### src/rtl/alu_pipe.sv
// Two-stage pipelined ALU with valid/ready on both sides, carry/zero/negative/overflow
// flags and a pass-through tag. Define ALU_SAT_EN to add in_sat (signed saturation on arithmetic overflow).
module alu_pipe #(
  parameter int WIDTH = 8,
  parameter int TAG_W = 4
) (
  input  logic             clk,
  input  logic             rst,
  input  logic             in_valid,
  output logic             in_ready,
  input  logic [WIDTH-1:0] in_a,
  input  logic [WIDTH-1:0] in_b,
  input  logic [2:0]       in_op,
  input  logic [TAG_W-1:0] in_tag,
`ifdef ALU_SAT_EN
  input  logic             in_sat,
`endif
  output logic             out_valid,
  input  logic             out_ready,
  output logic [WIDTH-1:0] out_result,
  output logic [TAG_W-1:0] out_tag,
  output logic             out_c,
  output logic             out_z,
  output logic             out_n,
  output logic             out_v
);

  localparam int MSB = WIDTH - 1;

  logic             s1_valid;
  logic [WIDTH-1:0] s1_a;
  logic [WIDTH-1:0] s1_b;
  logic [2:0]       s1_op;
  logic [TAG_W-1:0] s1_tag;
`ifdef ALU_SAT_EN
  logic             s1_sat;
`endif

  logic             s2_valid;
  logic             s1_adv;
  logic             s2_adv;

  logic [WIDTH:0]   r;
  logic [WIDTH-1:0] res_nx;
  logic             c_nx;
  logic             v_nx;

  assign s2_adv   = !s2_valid || out_ready;
  assign s1_adv   = !s1_valid || s2_adv;
  assign in_ready = s1_adv;
  assign out_valid = s2_valid;

  always_comb begin
    r    = '0;
    c_nx = 1'b0;
    v_nx = 1'b0;
    case (s1_op)
      3'b000: begin
        r    = {1'b0, s1_a} + {1'b0, s1_b};
        c_nx = r[WIDTH];
        v_nx = (s1_a[MSB] == s1_b[MSB]) && (r[MSB] != s1_a[MSB]);
      end
      3'b001: begin
        r    = {1'b0, s1_a} - {1'b0, s1_b};
        c_nx = r[WIDTH];
        v_nx = (s1_a[MSB] != s1_b[MSB]) && (r[MSB] != s1_a[MSB]);
      end
      3'b010: begin
        r    = {1'b0, s1_b} - {1'b0, s1_a};
        c_nx = r[WIDTH];
        v_nx = (s1_a[MSB] != s1_b[MSB]) && (r[MSB] != s1_b[MSB]);
      end
      3'b011:  r = {1'b0, s1_a | s1_b};
      3'b100:  r = {1'b0, s1_a & s1_b};
      3'b101:  r = {1'b0, s1_a ^ s1_b};
      3'b110:  r = {1'b0, s1_a ~^ s1_b};
      default: r = '0;
    endcase
    res_nx = r[WIDTH-1:0];
`ifdef ALU_SAT_EN
    // v is only ever set by arithmetic ops; a wrapped negative sign means the true result overflowed upwards
    if (s1_sat && v_nx)
      res_nx = r[MSB] ? {1'b0, {(WIDTH-1){1'b1}}} : {1'b1, {(WIDTH-1){1'b0}}};
`endif
  end

  always_ff @(posedge clk or posedge rst) begin
    if (rst) begin
      s1_valid   <= 1'b0;
      s1_a       <= '0;
      s1_b       <= '0;
      s1_op      <= '0;
      s1_tag     <= '0;
`ifdef ALU_SAT_EN
      s1_sat     <= 1'b0;
`endif
      s2_valid   <= 1'b0;
      out_result <= '0;
      out_tag    <= '0;
      out_c      <= 1'b0;
      out_z      <= 1'b0;
      out_n      <= 1'b0;
      out_v      <= 1'b0;
    end else begin
      if (s1_adv) begin
        s1_valid <= in_valid;
        if (in_valid) begin
          s1_a   <= in_a;
          s1_b   <= in_b;
          s1_op  <= in_op;
          s1_tag <= in_tag;
`ifdef ALU_SAT_EN
          s1_sat <= in_sat;
`endif
        end
      end
      // An empty stage 1 pushes a bubble; stage-2 data is left as-is since out_valid masks it
      if (s2_adv) begin
        s2_valid <= s1_valid;
        if (s1_valid) begin
          out_result <= res_nx;
          out_tag    <= s1_tag;
          out_c      <= c_nx;
          out_z      <= (res_nx == '0);
          out_n      <= res_nx[MSB];
          out_v      <= v_nx;
        end
      end
    end
  end

endmodule

### config.mk
export PLATFORM = sky130hd
export DESIGN_NAME = alu_pipe
export DESIGN_NICKNAME = d
export VERILOG_FILES = /design/src/rtl/alu_pipe.sv
export SDC_FILE = /design/constraint.sdc
export NUM_CORES = 1
export LEC_CHECK = 0
export CAP_MARGIN = 20
export CORE_ASPECT_RATIO = 0.7
export CORE_UTILIZATION = 40
export CTS_BUF_LIST = sky130_fd_sc_hd__clkbuf_8 sky130_fd_sc_hd__clkbuf_16
export DETAILED_ROUTE_END_ITERATION = 12
export DONT_BUFFER_PORTS = 1
export PLACE_DENSITY = 0.67
export SLEW_MARGIN = 5
export SYNTH_ARGS = -nofsm -noshare
export SYNTH_HDL_FRONTEND = slang
export SYNTH_SLANG_ARGS = --single-unit
### constraint.sdc
create_clock -name clk -period 2.5 [get_ports clk]
set_input_delay 0.75 -clock clk [delete_from_list [all_inputs] [get_ports clk]]
set_output_delay 0.75 -clock clk [all_outputs]
set_load 0.05 [all_outputs]
==> impl_metrics.json <==
{
  "use_met3_pct": 5.29,
  "grt_max_degree": 41,
  "num_antenna_cells": 0,
  "io_pins": 45,
  "met1_usage_pct": 29.8,
  "h-tree-depth": 2,
  "area_growth_pct": 27.8,
  "status": "finished, violations left",
  "fin_tns_setup_ns": -0.00347,
  "routed_wl_mm": 8.72,
  "fin_util_pct": 52.6,
  "die_area_um2": 8480,
  "ff2ff_setup_slack_ns": -0.003,
  "hold_path.class": "input pin to asynchronous set/reset pin",
  "wl_per_cell_um": 17.9,
  "drc": 0,
  "met2_usage_pct": 32.4,
  "violations": "negative setup slack",
  "start_util_pct": 41.2,
  "io_buffers": 0,
  "syn-cell-area_um2": 3240,
  "timing.final.crit_share_pct": 100,
  "antenna_found_initial": 0,
  "tightest_slew_ns": 0.896,
  "clockBufferDepth": 2,
  "synth.distinct_cells": 57,
  "worstSetupStartpointType": "flip-flop",
  "chipWidth_um": 110,
  "overflow": 0,
  "cp-startpoint": "s1_a[0]$_DFFE_PP0P_",
  "drt_first_pass_iters": 5,
  "p_per_area_nw_per_um2": 937,
  "ys_warn_count": 0,
  "place_congestion": 0.913,
  "final_cell_mix": "58 x buf_4, 39 x dfrtp_1, 33 x mux2_2",
  "p_leak_nw": 1.81,
  "reg2reg_from": "s1_a[0]$_DFFE_PP0P_",
  "cts.sinks": 40,
  "layout_commonest_cell": "buf_4",
  "numCtsBuffers": 5,
  "grt_util_all_layers_pct": 20.9,
  "rr_endpoint": "out_result[6]$_DFFE_PP0P_",
  "timing.fmax_mhz": 399,
  "async_flop_share_pct": 100,
  "clk_pin_slew_ns": 0.06,
  "hold_buffers": 0,
  "final_cell_area_um2": 4140,
  "finalWorstSetupSlack_ns": -0.00347,
  "power_mw": 3.88,
  "hpwlAfterDp_mm": 6.46,
  "placed_cell_area_um2": 3660,
  "criticalPathCategory": "flip-flop to flip-flop",
  "grt_pass1_vias": 2746,
  "synthFlopType": "dfrtp_1",
  "arrival_ns": 2.66,
  "drt_iter0_drc": 286,
  "final.min_clock_period_ns": 2.50,
  "num_rows": 27,
  "slew_viol_final": 0,
  "die_h_um": 77.3,
  "finalHoldViolations": 0,
  "slew_headroom_pct": 40.2,
  "finClkSkew_ns": 0.00303,
  "ant_nets": 0,
  "endpoint_kind": "flip-flop",
  "clockRootBuffer": "clkbuf_16",
  "synth_edf_count": 0,
  "syn_inst": 339,
  "reg2reg_depth": 11,
  "drive_above_1_share_pct": 38.5,
  "synth-seq-area-share_pct": 30.9,
  "via_count": 2808,
  "finalSetupViolCount": 1,
  "cap_violations": 0,
  "vdd_drop_max_uv": 694,
  "grt_pass1_wl_mm": 13.8,
  "synth.ff_latch_count": 40,
  "final_nets": 450,
  "required_ns": 2.66,
  "grt_most_used_layer": "met2",
  "rsz0062_at_grt": "yes",
  "clk_latency_ns": 0.27,
  "cts_tree": "built",
  "syn-num-nets": 402,
  "crit_fanout": 2,
  "core_area_um2": 7870,
  "syn_avg_cell_area_um2": 9.57,
  "critPathCapture": "out_result[6]$_DFFE_PP0P_",
  "via_per_inst": 5.75
}
cell type report:
class	instances	area, µm²
clock buffers	5	125
clock inverters	2	60.1
fillers	668	3730
inverters	29	111
multi-input cells	251	2250
flip-flops and latches	40	1000
well taps	101	126
repair buffers	60	467
synth_stat cells (4+ instances only):
cell / n / area [µm²]
dfrtp_1: 40 / 1000
ha_1: 33 / 413
mux2_2: 33 / 372
inv_1: 28 / 105
nor2_1: 22 / 82.6
nand2_1: 21 / 78.8
a21oi_1: 18 / 90.1
o21ai_0: 13 / 65.1
nand2b_1: 11 / 68.8
buf_2: 7 / 35.0
nor3_1: 7 / 35.0
o22ai_1: 7 / 43.8
xnor2_1: 6 / 52.6
clkbuf_1: 5 / 18.8
mux2i_1: 5 / 50.1
o21a_1: 5 / 37.5
o211ai_1: 4 / 30.0
o21bai_1: 4 / 30.0
worst min-delay path by stage:
| stage | end | slack (ns) | cells after the start |
|---|---|---|---|
| floorplan | out_tag[3]$_DFFE_PP0P_ | 0.47 | 1 |
| global placement | out_tag[2]$_DFFE_PP0P_ | 0.49 | 1 |
| detailed placement | s1_tag[3]$_DFFE_PP0P_ | 0.49 | 1 |
| CTS | s1_b[0]$_DFFE_PP0P_ | 0.50 | 2 |
| global route | s1_tag[0]$_DFFE_PP0P_ | 0.52 | 1 |
| finish | s1_tag[0]$_DFFE_PP0P_ | 0.49 | 2 |
layer usage:
layer,vias up,routed length [µm]
li1,1296,-
met2,112,3940
met4,0,40
met3,6,739
met5,-,0
met1,1394,4010
critical path, stage by stage, from the launching register on:
cell and delay, ns:
dfrtp_1 0.39, inv_1 0.12, ha_4 0.15, inv_1 0.05, fa_2 0.33, nor3b_2 0.17
o311ai_1 0.25, o311ai_1 0.18, o21ai_1 0.17, o211ai_1 0.12, a21o_1 0.20, mux2_2 0.26
registers in the layout, indices dropped and copies added, names as in the netlist, 3 cells and up:
register / flops
s1_op: 3
s1_b: 8
s1_a: 8
out_tag: 4
out_result: 8
s1_tag: 4
stage by stage:
step / hold slack (ns) / setup WS [ns] / std cells
final: 0.486 / -0.00347 / 488
after global routing: 0.519 / -0.0843 / 488
after CTS: 0.502 / -0.00131 / 481
after detailed placement: 0.492 / -0.110 / 472
after global placement: 0.486 / -0.00675 / 472
after floorplan: 0.475 / 0.0697 / 339
timing repair:
item / in CTS / in global routing
buffers inserted: 2 / 7
pin swaps: 9 / 21
gates resized for setup: 11 / 39
setup endpoints to repair: 6 / 7
where the power goes:
group / leakage, nW / internal, mW / switching, mW
clock: 0.0899 / 0.566 / 0.238
combinational: 1.25 / 0.877 / 0.945
sequential: 0.471 / 0.784 / 0.473
cells by family after synthesis:
kind of cell	Yosys count	share of synthesized area, %
AOI/OAI and AO/OA	86	19.5
and+or+nand+nor	84	13.5
buffers and inverters	48	6.64
DFF	40	30.9
muxes	38	13.0
adders and majority gates	36	14.6
xor gates and xnor gates	7	1.89
Power figures use the tool's default switching activity.
